<file path="src/rtl/dmem_arb_pkg.sv">
// dmem_arb_pkg: shared types, defaults and address range helper for the dmem port arbiter
package dmem_arb_pkg;
  typedef enum logic {ARB, LOCKED} arb_state_t;
  localparam int MAX_BURST_DEF = 4;
  localparam int DEPTH_WORDS_DEF = 1024;
  function automatic logic in_range(input logic [31:0] addr, input int depth);
    return {2'b00, addr[31:2]} < 32'(depth);
  endfunction
endpackage

</file>
<file path="src/rtl/dmem_port_arbiter.sv">
// dmem_port_arbiter: shares dmem port 0 between the CPU and a valid/ready peripheral,
// with CPU priority, a starvation bound and a peripheral lock for atomic sequences
module dmem_port_arbiter
  import dmem_arb_pkg::*;
#(
  parameter int MAX_BURST = MAX_BURST_DEF,
  parameter int DEPTH_WORDS = DEPTH_WORDS_DEF
) (
  input  logic        clk,
  input  logic        rst_n,
  input  logic        cpu_req,
  input  logic        cpu_we,
  input  logic [31:0] cpu_addr,
  input  logic [31:0] cpu_wd,
  output logic [31:0] cpu_rd,
  output logic        cpu_stall,
  input  logic        per_valid,
  output logic        per_ready,
  input  logic        per_we,
  input  logic        per_lock,
  input  logic [31:0] per_addr,
  input  logic [31:0] per_wd,
  output logic [31:0] per_rdata,
  output logic        per_rvalid,
  output logic        per_err,
  output logic        mem_we,
  output logic [31:0] mem_addr,
  output logic [31:0] mem_wd,
  input  logic [31:0] mem_rd
);
  localparam int BW = $clog2(MAX_BURST + 1);
  localparam logic [BW-1:0] BURST_MAX = BW'(MAX_BURST);
  arb_state_t state_q, state_d;
  logic [BW-1:0] burst_cnt_q, burst_cnt_d;
  logic [31:0] per_rdata_q, per_rdata_d;
  logic per_rvalid_q, per_rvalid_d, per_err_q, per_err_d;
  logic cpu_gnt, per_gnt, cpu_ir, per_ir;
  // Grants are gated by rst_n so nothing reaches memory while reset is held.
  always_comb begin
    cpu_ir = in_range(cpu_addr, DEPTH_WORDS);
    per_ir = in_range(per_addr, DEPTH_WORDS);
    per_gnt = rst_n & per_valid & ((state_q == LOCKED) | ~cpu_req | (burst_cnt_q == BURST_MAX));
    cpu_gnt = rst_n & cpu_req & ~per_gnt & (state_q == ARB);
    per_ready = per_gnt;
    cpu_stall = cpu_req & ~cpu_gnt;
    cpu_rd = (cpu_gnt & cpu_ir) ? mem_rd : '0;
    mem_addr = per_gnt ? per_addr : cpu_addr;
    mem_wd = per_gnt ? per_wd : cpu_wd;
    mem_we = per_gnt ? (per_we & per_ir) : (cpu_gnt & cpu_we & cpu_ir);
    burst_cnt_d = (cpu_gnt & per_valid) ? ((burst_cnt_q == BURST_MAX) ? burst_cnt_q : burst_cnt_q + 1'b1)
                : (per_gnt | ~per_valid) ? '0 : burst_cnt_q;
    state_d = per_gnt ? (per_lock ? LOCKED : ARB) : state_q;
    per_rvalid_d = per_gnt & ~per_we & per_ir;
    per_err_d = per_gnt & ~per_ir;
    per_rdata_d = per_rvalid_d ? mem_rd : per_rdata_q;
  end
  always_ff @(posedge clk) begin
    if (!rst_n) begin
      state_q <= ARB;
      burst_cnt_q <= '0;
      per_rdata_q <= '0;
      per_rvalid_q <= 1'b0;
      per_err_q <= 1'b0;
    end else begin
      state_q <= state_d;
      burst_cnt_q <= burst_cnt_d;
      per_rdata_q <= per_rdata_d;
      per_rvalid_q <= per_rvalid_d;
      per_err_q <= per_err_d;
    end
  end
  assign per_rdata = per_rdata_q;
  assign per_rvalid = per_rvalid_q;
  assign per_err = per_err_q;
endmodule
</file>
<file path="config.mk">
export PLATFORM = sky130hd
export DESIGN_NAME = dmem_port_arbiter
export DESIGN_NICKNAME = d
export VERILOG_FILES = /design/src/rtl/dmem_arb_pkg.sv /design/src/rtl/dmem_port_arbiter.sv
export SDC_FILE = /design/constraint.sdc
export NUM_CORES = 1
export LEC_CHECK = 0
export CORE_AREA = 2 2 118 120
export DETAILED_ROUTE_END_ITERATION = 10
export DIE_AREA = 0 0 120 122
export DONT_BUFFER_PORTS = 1
export SLEW_MARGIN = 20
export SYNTH_ARGS = -nofsm -noshare
export SYNTH_HDL_FRONTEND = slang
export SYNTH_SLANG_ARGS = --single-unit
</file>
<file path="constraint.sdc">
create_clock -name clk -period 2.6 [get_ports clk]
set_clock_uncertainty 0.05 [all_clocks]
set_input_delay 0.13 -clock clk [delete_from_list [all_inputs] [get_ports clk]]
set_output_delay 0.13 -clock clk [all_outputs]
set_load 0.1 [all_outputs]
</file>
==> results.sh <==
export IMPL_status="finished, final reports clean"
export IMPL_end_kind="primary output"
export IMPL_yosys_register_bits=38
export IMPL_multiInputGateArea_mm2=0.00183
export IMPL_path_clk_slew_ns=0.06
export IMPL_synth_edf_count=0
export IMPL_required_ns=2.42
export IMPL_die_h_um=122
export IMPL_power_frac_seq=0.268
export IMPL_start_kind="flop"
export IMPL_cts_tree="built"
export IMPL_clock_root_buffer="clkbuf_16"
export IMPL_viasPerCell=4.80
export IMPL_slew_violations=0
export IMPL_dr_wl_met3_um=1300
export IMPL_wirelength_met1_um=5010
export IMPL_synth_seq_area_share=0.283
export IMPL_grt_max_degree=68
export IMPL_async_reset_ff_frac=0
export IMPL_peakVddDrop_mv=0.278
export IMPL_path_cells="inv_1, ha_1, nand2_1, and2_1, nor2_4, buf_8, mux2_2"
export IMPL_yosysWarnings=0
export IMPL_dp_slack_ns=0.377
export IMPL_rows=43
export IMPL_antenna_found_initial=0
export IMPL_power_uw=2210
export IMPL_netlist_instances=297
export IMPL_yosysTopAreaCellShare=0.283
export IMPL_rsz0062_at_grt="yes"
export IMPL_tightest_slew_ns=0.993
export IMPL_vias=3029
export IMPL_fp_dieW_um=120
export IMPL_first_iter_violations=137
export IMPL_setup_tns_ns=0
export IMPL_synth_nets=466
export IMPL_hold_class="in -> reg"
export IMPL_netSwitchingFraction=0.420
export IMPL_p_leak_uw=0.00213
export IMPL_numPortBuffers=0
export IMPL_path_class="reg -> out"
export IMPL_clkPwrFrac=0.276
export IMPL_grt_pass1_vias=3113
export IMPL_cts_made_buffers=5
export IMPL_ant_nets=0
export IMPL_synth_top_flop_cell="dfxtp_1"
export IMPL_cap_violations=0
export IMPL_powerDensity_mw_per_mm2=414
export IMPL_io_pins=300
export IMPL_crit_buf_inv=2
export IMPL_gp_congestion=1.01
export IMPL_syn_area_per_cell_um2=9.06
export IMPL_period_share=0.951
export IMPL_drive_above_1_share=0.426
export IMPL_dr_wl_met2_um=7670
export IMPL_clock_sinks=38
export IMPL_core_mm2=0.0135
export IMPL_switching_power_uw=926
export IMPL_synthTopCellsByCount="64 x mux2_2, 38 x dfxtp_1, 35 x and2_1, 35 x nand3_1, 31 x o21ai_0"
export IMPL_drt_pass1_iterations=4
export IMPL_synth_area_leader_cell="dfxtp_1"
export IMPL_die_area_mm2=0.0146
export IMPL_p_int_uw=1280
export IMPL_fmax_ghz=0.404
export IMPL_max_slew_margin_rel=0.337
export IMPL_synth_area_leaders="dfxtp_1 28%, mux2_2 27%, a21boi_1 8.4%"
export IMPL_clk_path_buf_depth=2
export IMPL_area_delta_synth_final_pct=98.3
export IMPL_synth_most_common_cell="mux2_2"
export IMPL_nNetsFinal=619
export IMPL_grt_pass1_wl_um=19200
export IMPL_cp_slowest_cell="mux2_2"
export IMPL_track_usage=0.174
export IMPL_crit_arrival_ns=2.29
export IMPL_finalHoldViolations=0
export IMPL_insertedDiodeCount=0
export IMPL_ys_types=31
export IMPL_clk_latency_ns=0.28
export IMPL_grt_overflow=0
export IMPL_drc=0
export IMPL_slowest_delay_ns=0.60
export IMPL_n_fill_cell=1278
export IMPL_timing_final_crit_period_ns=2.47
export IMPL_finalWorstSetupSlack_ns=0.127
export IMPL_htree_levels=2
export IMPL_start_util=0.199
export IMPL_regArea_um2=761
export IMPL_critPathMaxFanout=32
export IMPL_routed_top_layer="met4"
export IMPL_combinationalPowerShare=0.456
export IMPL_hpwl_um=10800
export IMPL_crit_family="multiplexers"
export IMPL_wl_um=14100
export IMPL_setup_viol=0
export IMPL_syn_area_mm2=0.00269
export IMPL_routedWlPerCell_um=22.4
==> state kept, by name, indices dropped and copies added, names as in the netlist <==
register	cells
per_rvalid	1
burst_cnt_q	3
per_err	1
state_q	1
per_rdata	32
==> per-stage QoR <==
step | hold WS, ns | utilization | instances | cell area, um^2
2_1_floorplan | 0.190 | - | 297 | 2690
6_report | 0.0493 | 0.395 | 631 | 5340
4_1_cts | 0.0394 | 0.385 | 626 | 5200
3_5_place_dp | 0.198 | 0.332 | 561 | 4490
5_1_grt | 0.0426 | 0.395 | 631 | 5340
3_3_place_gp | 0.195 | 0.332 | 561 | 4490
==> cell type report <==
cell class	count	area share
clock buffers	7	0.0267
multi-input cells	231	0.343
inverters	2	0.00141
well taps	180	0.0422
clock inverters	1	0.000938
repair buffers	172	0.443
flip-flops and latches	38	0.143
==> per-layer routing <==
metal | vias to the layer above | global-route usage
met3 | 11 | 0.0557
met2 | 175 | 0.331
met1 | 1462 | 0.186
met4 | 0 | 0.0375
met5 | - | 0
li1 | 1381 | -
==> cell usage in the layout, fill, tap and decap left out, types with 4 or more instances in the layout <==
cell            n
buf_4          40
nor2_1          4
nand2_1         4
mux2_4         17
mux2_2         47
and2_1         35
a21boi_1       30
dlygate4sd3_1  57
dfxtp_1        38
buf_12         72
nand3_1        35
nor4_1          9
o21ai_0        31
clkbuf_16       6
==> kinds of logic after synthesis <==
kind of cell    synth area share
compound gates             0.170
fa+ha+maj                0.00930
flops                      0.283
xor+xnor                 0.00326
simple gates               0.201
buf+inv                   0.0656
mux                        0.268
==> timing repair <==
action,in CTS,in global routing
endpoints found under the hold margin,33,0
hold buffers,57,0
buffers inserted,0,2
endpoints found under the setup margin,0,88
gates resized for setup,0,24
==> final timing paths <==
check	from	to	slack (ns)	cells after the start
worst max register to register	burst_cnt_q[0]	per_rdata[28]	0.13	7
worst max-delay path	burst_cnt_q[0]	mem_wd[30]	0.13	7
worst min register to register	burst_cnt_q[0]	burst_cnt_q[0]	0.43	1
worst min-delay path	rst_n	state_q	0.05	2
==> power groups by stage <==
stage / registers (uW) / logic (uW) / clock network [uW]
2_1_floorplan: 604 / 710 / 0
3_3_place_gp: 604 / 924 / 0
3_5_place_dp: 605 / 930 / 0
4_1_cts: 592 / 977 / 629
5_1_grt: 592 / 1020 / 645
6_report: 592 / 1010 / 609
==> worst register-to-register path, cell delays in order (launching register included) <==
cell           delay [ns]
dfxtp_1              0.33
inv_1                0.07
ha_1                 0.16
nand2_1              0.12
a2111o_2             0.69
o21ai_0              0.28
a21boi_1             0.09
dlygate4sd3_1        0.56
Power figures use the tool's default switching activity.
